===== config.mk =====
export PLATFORM = sky130hd
export DESIGN_NAME = player_timers
export DESIGN_NICKNAME = d
export VERILOG_FILES = /design/src/rtl/player_timers.sv
export SDC_FILE = /design/constraint.sdc
export NUM_CORES = 1
export LEC_CHECK = 0
export ABC_AREA = 1
export CAP_MARGIN = 20
export CORE_ASPECT_RATIO = 0.8
export CORE_MARGIN = 4
export CORE_UTILIZATION = 35
export CTS_BUF_LIST = sky130_fd_sc_hd__clkbuf_16
export CTS_CLUSTER_SIZE = 28
export DETAILED_ROUTE_END_ITERATION = 6
export PLACE_DENSITY = 0.52
export RECOVER_POWER = 100
export SLEW_MARGIN = 10
export SYNTH_ARGS = -nofsm -noshare
export SYNTH_HDL_FRONTEND = slang
export SYNTH_SLANG_ARGS = --single-unit

===== constraint.sdc =====
create_clock -name CLK -period 7.7 [get_ports CLK]
set_input_delay 1.155 -clock CLK [delete_from_list [all_inputs] [get_ports CLK]]
set_output_delay 1.155 -clock CLK [all_outputs]
set_load 0.005 [all_outputs]

===== src/rtl/player_timers.sv =====
// Dual per-player chess-clock countdown timers with Fischer increment.
// Times are held as BCD mm:ss; arithmetic is done on small binary fields per digit pair.
module player_timers #(
    parameter int MAX_MIN = 99
) (
    input  logic        CLK,
    input  logic        CLR,
    input  logic        TICK,
    input  logic        LOAD,
    input  logic [15:0] INIT_TIME,
    input  logic [7:0]  INC_SEC,
    input  logic        Enable_p1,
    input  logic        Enable_p2,
    output logic [15:0] TIME_P1,
    output logic [15:0] TIME_P2,
    output logic        END,
    output logic        LOSER
);

    localparam logic [6:0] MAX_M = 7'(MAX_MIN);

    logic [15:0] time_p1_q, time_p2_q;
    logic [15:0] time_p1_nxt, time_p2_nxt;
    logic        end_q, end_nxt;
    logic        loser_q, loser_nxt;
    logic        en_p1_q, en_p2_q;
    logic        fall_p1, fall_p2;
    logic        dec_p1, dec_p2;
    logic [7:0]  inc_c;

    function automatic logic [3:0] clamp_digit(input logic [3:0] d, input logic [3:0] lim);
        return (d > lim) ? lim : d;
    endfunction

    function automatic logic [15:0] clamp_time(input logic [15:0] t);
        return {clamp_digit(t[15:12], 4'd9), clamp_digit(t[11:8], 4'd9),
                clamp_digit(t[7:4], 4'd5), clamp_digit(t[3:0], 4'd9)};
    endfunction

    function automatic logic [6:0] bcd2_to_bin(input logic [7:0] b);
        return 7'(b[7:4]) * 7'd10 + 7'(b[3:0]);
    endfunction

    function automatic logic [7:0] bin_to_bcd2(input logic [6:0] v);
        logic [6:0] tens;
        tens = v / 7'd10;
        return {tens[3:0], 4'(v - tens * 7'd10)};
    endfunction

    // Caller guarantees t is above 00:01, so the minute borrow never underflows.
    function automatic logic [15:0] dec_time(input logic [15:0] t);
        logic [6:0] m, s;
        m = bcd2_to_bin(t[15:8]);
        s = bcd2_to_bin(t[7:0]);
        if (s == 7'd0) begin
            s = 7'd59;
            m = m - 7'd1;
        end else begin
            s = s - 7'd1;
        end
        return {bin_to_bcd2(m), bin_to_bcd2(s)};
    endfunction

    function automatic logic [15:0] inc_time(input logic [15:0] t, input logic [7:0] inc);
        logic [6:0] m, s;
        m = bcd2_to_bin(t[15:8]);
        s = bcd2_to_bin(t[7:0]) + bcd2_to_bin(inc);
        if (s >= 7'd60) begin
            s = s - 7'd60;
            m = m + 7'd1;
        end
        if (m > MAX_M) begin
            m = MAX_M;
            s = 7'd59;
        end
        return {bin_to_bcd2(m), bin_to_bcd2(s)};
    endfunction

    assign inc_c   = {clamp_digit(INC_SEC[7:4], 4'd5), clamp_digit(INC_SEC[3:0], 4'd9)};
    assign fall_p1 = en_p1_q & ~Enable_p1;
    assign fall_p2 = en_p2_q & ~Enable_p2;
    assign dec_p1  = TICK & Enable_p1 & ~Enable_p2;
    assign dec_p2  = TICK & Enable_p2 & ~Enable_p1;

    // With both enables high neither dec nor fall can be true, so that case needs no extra term.
    always_comb begin
        time_p1_nxt = time_p1_q;
        time_p2_nxt = time_p2_q;
        end_nxt     = end_q;
        loser_nxt   = loser_q;
        if (!end_q) begin
            if (dec_p1) begin
                if (time_p1_q <= 16'h0001) begin
                    time_p1_nxt = 16'h0000;
                    end_nxt     = 1'b1;
                    loser_nxt   = 1'b0;
                end else begin
                    time_p1_nxt = dec_time(time_p1_q);
                end
            end else if (fall_p1) begin
                time_p1_nxt = inc_time(time_p1_q, inc_c);
            end
            if (dec_p2) begin
                if (time_p2_q <= 16'h0001) begin
                    time_p2_nxt = 16'h0000;
                    end_nxt     = 1'b1;
                    loser_nxt   = 1'b1;
                end else begin
                    time_p2_nxt = dec_time(time_p2_q);
                end
            end else if (fall_p2) begin
                time_p2_nxt = inc_time(time_p2_q, inc_c);
            end
        end
    end

    always_ff @(posedge CLK or posedge CLR) begin
        if (CLR) begin
            time_p1_q <= 16'h0000;
            time_p2_q <= 16'h0000;
            end_q     <= 1'b0;
            loser_q   <= 1'b0;
            en_p1_q   <= 1'b0;
            en_p2_q   <= 1'b0;
        end else if (LOAD) begin
            time_p1_q <= clamp_time(INIT_TIME);
            time_p2_q <= clamp_time(INIT_TIME);
            end_q     <= 1'b0;
            loser_q   <= 1'b0;
            en_p1_q   <= 1'b0;
            en_p2_q   <= 1'b0;
        end else begin
            time_p1_q <= time_p1_nxt;
            time_p2_q <= time_p2_nxt;
            end_q     <= end_nxt;
            loser_q   <= loser_nxt;
            en_p1_q   <= Enable_p1;
            en_p2_q   <= Enable_p2;
        end
    end

    assign TIME_P1 = time_p1_q;
    assign TIME_P2 = time_p2_q;
    assign END     = end_q;
    assign LOSER   = loser_q;

endmodule


* Word-level counts from Yosys, hierarchy flattened
Index checks and enable logic that the tools add are counted.
** Word-level totals
- Bits in registers :: 36
- Word-level logic and storage cells :: 149
** Cells by class
- $add $sub $neg :: 23
- Order comparisons :: 12
- Div/mod/pow operators :: 8
- Bitwise operators :: 8
- Muxes and demuxes :: 72
- Eq/ne operators :: 1
- Reductions and logical operators :: 6
- Multiply operators :: 13
** Operators with widths (number)
- $mux 7 :: 42
- $mux 16 :: 10
- $div 7x4->7 const B :: 8
- $mul 7x3->3 const B :: 8
- $add 7x4->7 :: 5
- $le 16x1->1 const B :: 2
- $sub 4x4->4 :: 8
- $mul 4x3->6 const B :: 5
- $sub 7x1->7 const B :: 4
- $mux 4 :: 6
- $gt 4x4->1 const B :: 4
- $add 7x1->7 const B :: 2
- $add 7x7->7 :: 2
- $ge 7x6->1 const B :: 2
- $gt 7x7->1 const B :: 2
- $logic_not 7->1 :: 2
- $mux 1 :: 14
- $sub 7x6->7 const B :: 2
- $gt 4x3->1 const B :: 2
- $and 1x1->1 :: 6
- $reduce_bool 3->1 :: 2
- $reduce_and 2->1 :: 2
- $ne 2x2->1 const B :: 1
- $not 1->1 :: 2

* Depth between registers and ports, before layout
- Word-level depth :: 22
- Mapped depth :: 62
- Gate-level depth less buffers :: 61

* Worst setup path after synthesis
Ideal clock, no wire load.
- Path type :: input-to-reg
- Start :: input INC_SEC[6]
- End :: register time_p2_q[11], in the netlist TIME_P2[11]
- Path buffers :: 1
- Arrival :: 7682 ps
- Setup time :: 73 ps
- Slack :: -55 ps
- Stages on the path :: 54
- Data required time :: 7627 ps
- Cell sequence :: a211o_1 > ha_1 > ha_1 > nand4_1 > nand2_1 > inv_1 > nand2_1 > xnor2_1 > inv_1 > ha_1 > nand2_1 > inv_1 > nand2_1 > nand2_1 > or2_1 > nand2_1 > nand2_1 > inv_1 > (+18 left out) > nand2_4 > nand2_1 > nand3_1 > inv_1 > o21ai_0 > nor2_1 > ha_1 > a31oi_1 > nor3_4 > nand2_2 > ha_1 > inv_1 > fa_1 > xor2_1 > inv_1 > nand2_1 > nand3_1 > a21oi_2
** On the way
- Longest elaborated chain between the ends :: 22
** RTL lines
- start, declared :: RTL line 11 : input logic [7:0] INC_SEC,
- $gt 4x3->1 :: RTL line 32 : return (d > lim) ? lim : d;
- $mux 4 * :: RTL line 32
- $mul 4x3->6 * :: RTL line 41 : return 7'(b[7:4]) * 7'd10 + 7'(b[3:0]);
- $add 7x4->7 * :: RTL line 41
- $add 7x7->7 * :: RTL line 67 : s = bcd2_to_bin(t[7:0]) + bcd2_to_bin(inc);
- $ge 7x6->1 * :: RTL line 68 : if (s >= 7'd60) begin
- $mux 7 * :: RTL line 68
- $mux 7 * :: RTL line 111 : end else if (fall_p2) begin
- (+6 left out)
- $mux 7 * :: RTL line 91 : if (!end_q) begin
- $div 7x4->7 :: RTL line 46 : tens = v / 7'd10;
- $mul 7x3->3 :: RTL line 47 : return {tens[3:0], 4'(v - tens * 7'd10)};
- $sub 4x4->4 * :: RTL line 47
- $mux 16 * :: RTL line 111
- $mux 16 * :: RTL line 103 : if (dec_p2) begin
- $mux 16 * :: RTL line 91
- $mux 16 * :: RTL line 125 : end else if (LOAD) begin
- end signal, assigned :: RTL line 127 : time_p2_q <= clamp_time(INIT_TIME);
- end signal, assigned :: RTL line 134 : time_p2_q <= time_p2_nxt;
- end, declared :: RTL line 22 : logic [15:0] time_p1_q, time_p2_q;
Mark *: on every way between the ends. The rest lies on a longest branch, timed or not. The select of a mux whose other input is x is not followed.
A chain may end at the register's enable or synchronous reset.

* Final worst setup path
- Start :: input INC_SEC[5]
- End :: register time_p1_q[11], in the netlist TIME_P1[11]
** On the way
- Longest elaborated chain between the ends :: 22
** RTL lines
- $gt 4x3->1 :: RTL line 32
- $mux 4 * :: RTL line 32
- $mul 4x3->6 * :: RTL line 41
- $add 7x4->7 * :: RTL line 41
- $add 7x7->7 * :: RTL line 67
- $ge 7x6->1 * :: RTL line 68
- $mux 7 * :: RTL line 68
- $mux 7 * :: RTL line 100 : end else if (fall_p1) begin
- (+6 left out)
- $mux 7 * :: RTL line 91
- $div 7x4->7 :: RTL line 46
- $mul 7x3->3 :: RTL line 47
- $sub 4x4->4 * :: RTL line 47
- $mux 16 * :: RTL line 100
- $mux 16 * :: RTL line 92 : if (dec_p1) begin
- $mux 16 * :: RTL line 91
- $mux 16 * :: RTL line 125
- end signal, assigned :: RTL line 126 : time_p1_q <= clamp_time(INIT_TIME);
- end signal, assigned :: RTL line 133 : time_p1_q <= time_p1_nxt;
- end, declared :: RTL line 22
Marked as above.

==> metrics.yaml <==
global_routing:
  antenna_found_initial: 0
  grt_pass1_wl_um: 37800
  grt_max_degree: 37
  grt_usage: 0.185
  grt_pass1_vias: 7622
  grt-ovfl-total: 0
place:
  io_buffers: 63
  hpwl_um: 19700
  gp_congestion: 0.905
synthesis:
  yosysUniqueCellTypes: 62
  syn_area_mm2: 0.00773
  synth_cells: 1186
  synth.largest_area_cell: "nand2_1"
  ys_ff_latch: 36
  avgSynthCellArea_um2: 6.52
  synth_sequential_area_ratio: 0.117
  yosys_warnings: 0
  synth_area_leaders: "nand2_1 (14%), ha_1 (13%), dfrtp_1 (12%), inv_1 (8.8%), nand3_1 (4.9%)"
  syn-num-nets: 1312
  yosys.area.top_type_share: 0.145
setup_path:
  path_buf_inv: 11
  r2r_cells: 49
  reg2reg_slack_ns: 0.60
  worstPathMaxFanout: 8
  slowest_delay_ns: 0.36
  cp-end-kind: "flop"
  cp.depth: 52
  cpLargestDelayFamily: "simple AND/OR/NAND/NOR gates"
  r2r-start: "TIME_P2[5]$_DFFE_PP0P_"
  start_kind: "input pin"
  critPathKind: "input pin to flop"
  critPathRequiredTime_ns: 7.87
  r2r-end: "TIME_P2[10]$_DFFE_PP0P_"
  endpoint: "TIME_P1[11]$_DFFE_PP0P_"
  cp_slowest_cell: "fa_2"
  crit_start: "INC_SEC[5]"
  worstPathArrival_ns: 7.48
finish:
  diodes: 0
  fin_util: 0.498
  fillers: 2198
  drive_above_1_share: 0.311
  area_growth_pct: 39.2
  nNetsFinal: 1547
  layout_commonest_cell: "nand2_1"
  final_cell_mix: "nand2_1 (260), inv_1 (168), buf_4 (165), nor2_1 (78), nand2_2 (77)"
sta:
  worst_clock_skew_ns: 0.00797
  final_hold_viol_count: 0
  rsz0062_at_grt: "true"
  finalSetupViolCount: 0
  period_share: 0.949
  worst_pin_slew_ns: 2.04
  min_period_ns: 7.31
  relSlewSlack: -0.360
  fmax_ghz: 0.137
  whs_ns: 0.566
  drv_slew: 37
die:
  initial_utilization: 0.358
  ios: 64
  rows: 48
  die_width_um: 174
  dieArea_mm2: 0.0245
  fp.dieH_um: 141
  fp.coreArea_mm2: 0.0216
run:
  max_cap_violations: 1
cts:
  cts_root_buf: "clkbuf_16"
  cts_buffers: 5
  clockBufferDepth: 2
  htreeDepth: 2
  cts_tree: "built"
  holdBufCountCts: 0
  clock_sinks: 36
  clk_pin_slew_worst_paths_ns: 0.05
  clk_latency_ns: 0.28
route:
  drc_errors: 0
  antenna_left: 0
  wl_per_cell_um: 14.0
  drtIter0Drc: 417
  vias: 8229
  dr.pass1.iters: 5
  wirelength_um: 23700
  vias_per_cell: 4.85
hold_path:
  hp-class: "flop to flop"
status:
  violations: "max-capacitance violations, max-slew violations"
  run_status: "complete, but fails checks"
[timing repair]
| action | CTS | global route |
|---|---|---|
| setup endpoints to repair | 8 | 11 |
| pin swaps | 19 | 103 |
| gates resized for setup | 21 | 140 |
| gates cloned | 0 | 2 |
| endpoints found under the hold margin | 0 | 0 |
| setup buffers | 10 | 25 |
[registers in the layout, summed over array words and instances, names as in the netlist]
signal and cells:
TIME_P2 16, END 1, TIME_P1 16, LOSER 1
en_p1_q 1, en_p2_q 1
[cell families after synthesis]
group / count (synthesis) / share of synthesized area
AOI/OAI and AO/OA: 159 / 0.126
xor gates and xnor gates: 63 / 0.0791
adders and majority gates: 96 / 0.173
buffers and inverters: 222 / 0.113
DFF: 36 / 0.117
muxes: 1 / 0.00129
and+or+nand+nor: 609 / 0.391
[Yosys cell counts (all sizes together)]
cell type,instances
xnor2,15
nand2,348
clkbuf,3
clkinv,5
a31o,1
o211ai,9
nand3b,13
dfrtp,36
a21boi,2
buf,8
a31oi,12
nor3,11
ha,78
o21ai,57
nand4,26
and2,2
a211o,1
mux2i,1
nand3,94
fa,18
o21a,3
a22o,2
or2,6
o31ai,1
nand2b,1
xor2,48
o22ai,7
nor4,4
o221ai,4
a21o,2
o21bai,1
a21oi,49
nor2,104
inv,206
a22oi,8
[metrics by stage]
| step | setup TNS (ns) | setup slack, ns | cells | cell area, µm² |
|---|---|---|---|---|
| final | 0 | 0.393 | 1697 | 10800 |
| after global placement | -2.93 | -0.524 | 1651 | 9680 |
| after CTS | 0 | 0.00300 | 1669 | 10100 |
| after detailed placement | -4.12 | -0.595 | 1651 | 9680 |
| after global routing | -0.193 | -0.0645 | 1697 | 10800 |
| after floorplan | 0 | 0.00385 | 1186 | 7740 |
[final cells by class]
type                    count  area [µm²]  share of cell area
multi-input cells         929        6560               0.610
inverters                 211         807              0.0750
clock buffers               5         125              0.0116
repair buffers            238        1980               0.184
well taps                 275         344              0.0320
clock inverters             3        42.5             0.00395
flip-flops and latches     36         901              0.0837
[tightest hold or removal path, delay by kind of cell, from the launching register on]
family           cells  cell delay, ns
and+or+nand+nor      2            0.13
DFF                  1            0.40
[routing by layer]
metal / wire length [µm] / up-vias / track usage
met5: 0 / - / 0
met2: 10400 / 149 / 0.291
li1: - / 4294 / -
met3: 957 / 7 / 0.0182
met1: 12400 / 3779 / 0.285
met4: 55 / 0 / 0.0133
[how the worst min path moves through the flow]
stage / start / to / slack, ns / cells after the start
detailed placement: TIME_P1[11]$_DFFE_PP0P_ / TIME_P1[11]$_DFFE_PP0P_ / 0.56 / 2
global placement: TIME_P1[11]$_DFFE_PP0P_ / TIME_P1[11]$_DFFE_PP0P_ / 0.56 / 2
CTS: TIME_P1[11]$_DFFE_PP0P_ / TIME_P1[11]$_DFFE_PP0P_ / 0.58 / 2
finish: TIME_P1[11]$_DFFE_PP0P_ / TIME_P1[11]$_DFFE_PP0P_ / 0.57 / 2
global route: TIME_P1[11]$_DFFE_PP0P_ / TIME_P1[11]$_DFFE_PP0P_ / 0.61 / 2
floorplan: TIME_P2[3]$_DFFE_PP0P_ / TIME_P2[3]$_DFFE_PP0P_ / 0.52 / 2
Power is left out: the tool's default activity adds up to more than one toggle a clock period on the data nets, which glitch-free logic cannot reach.
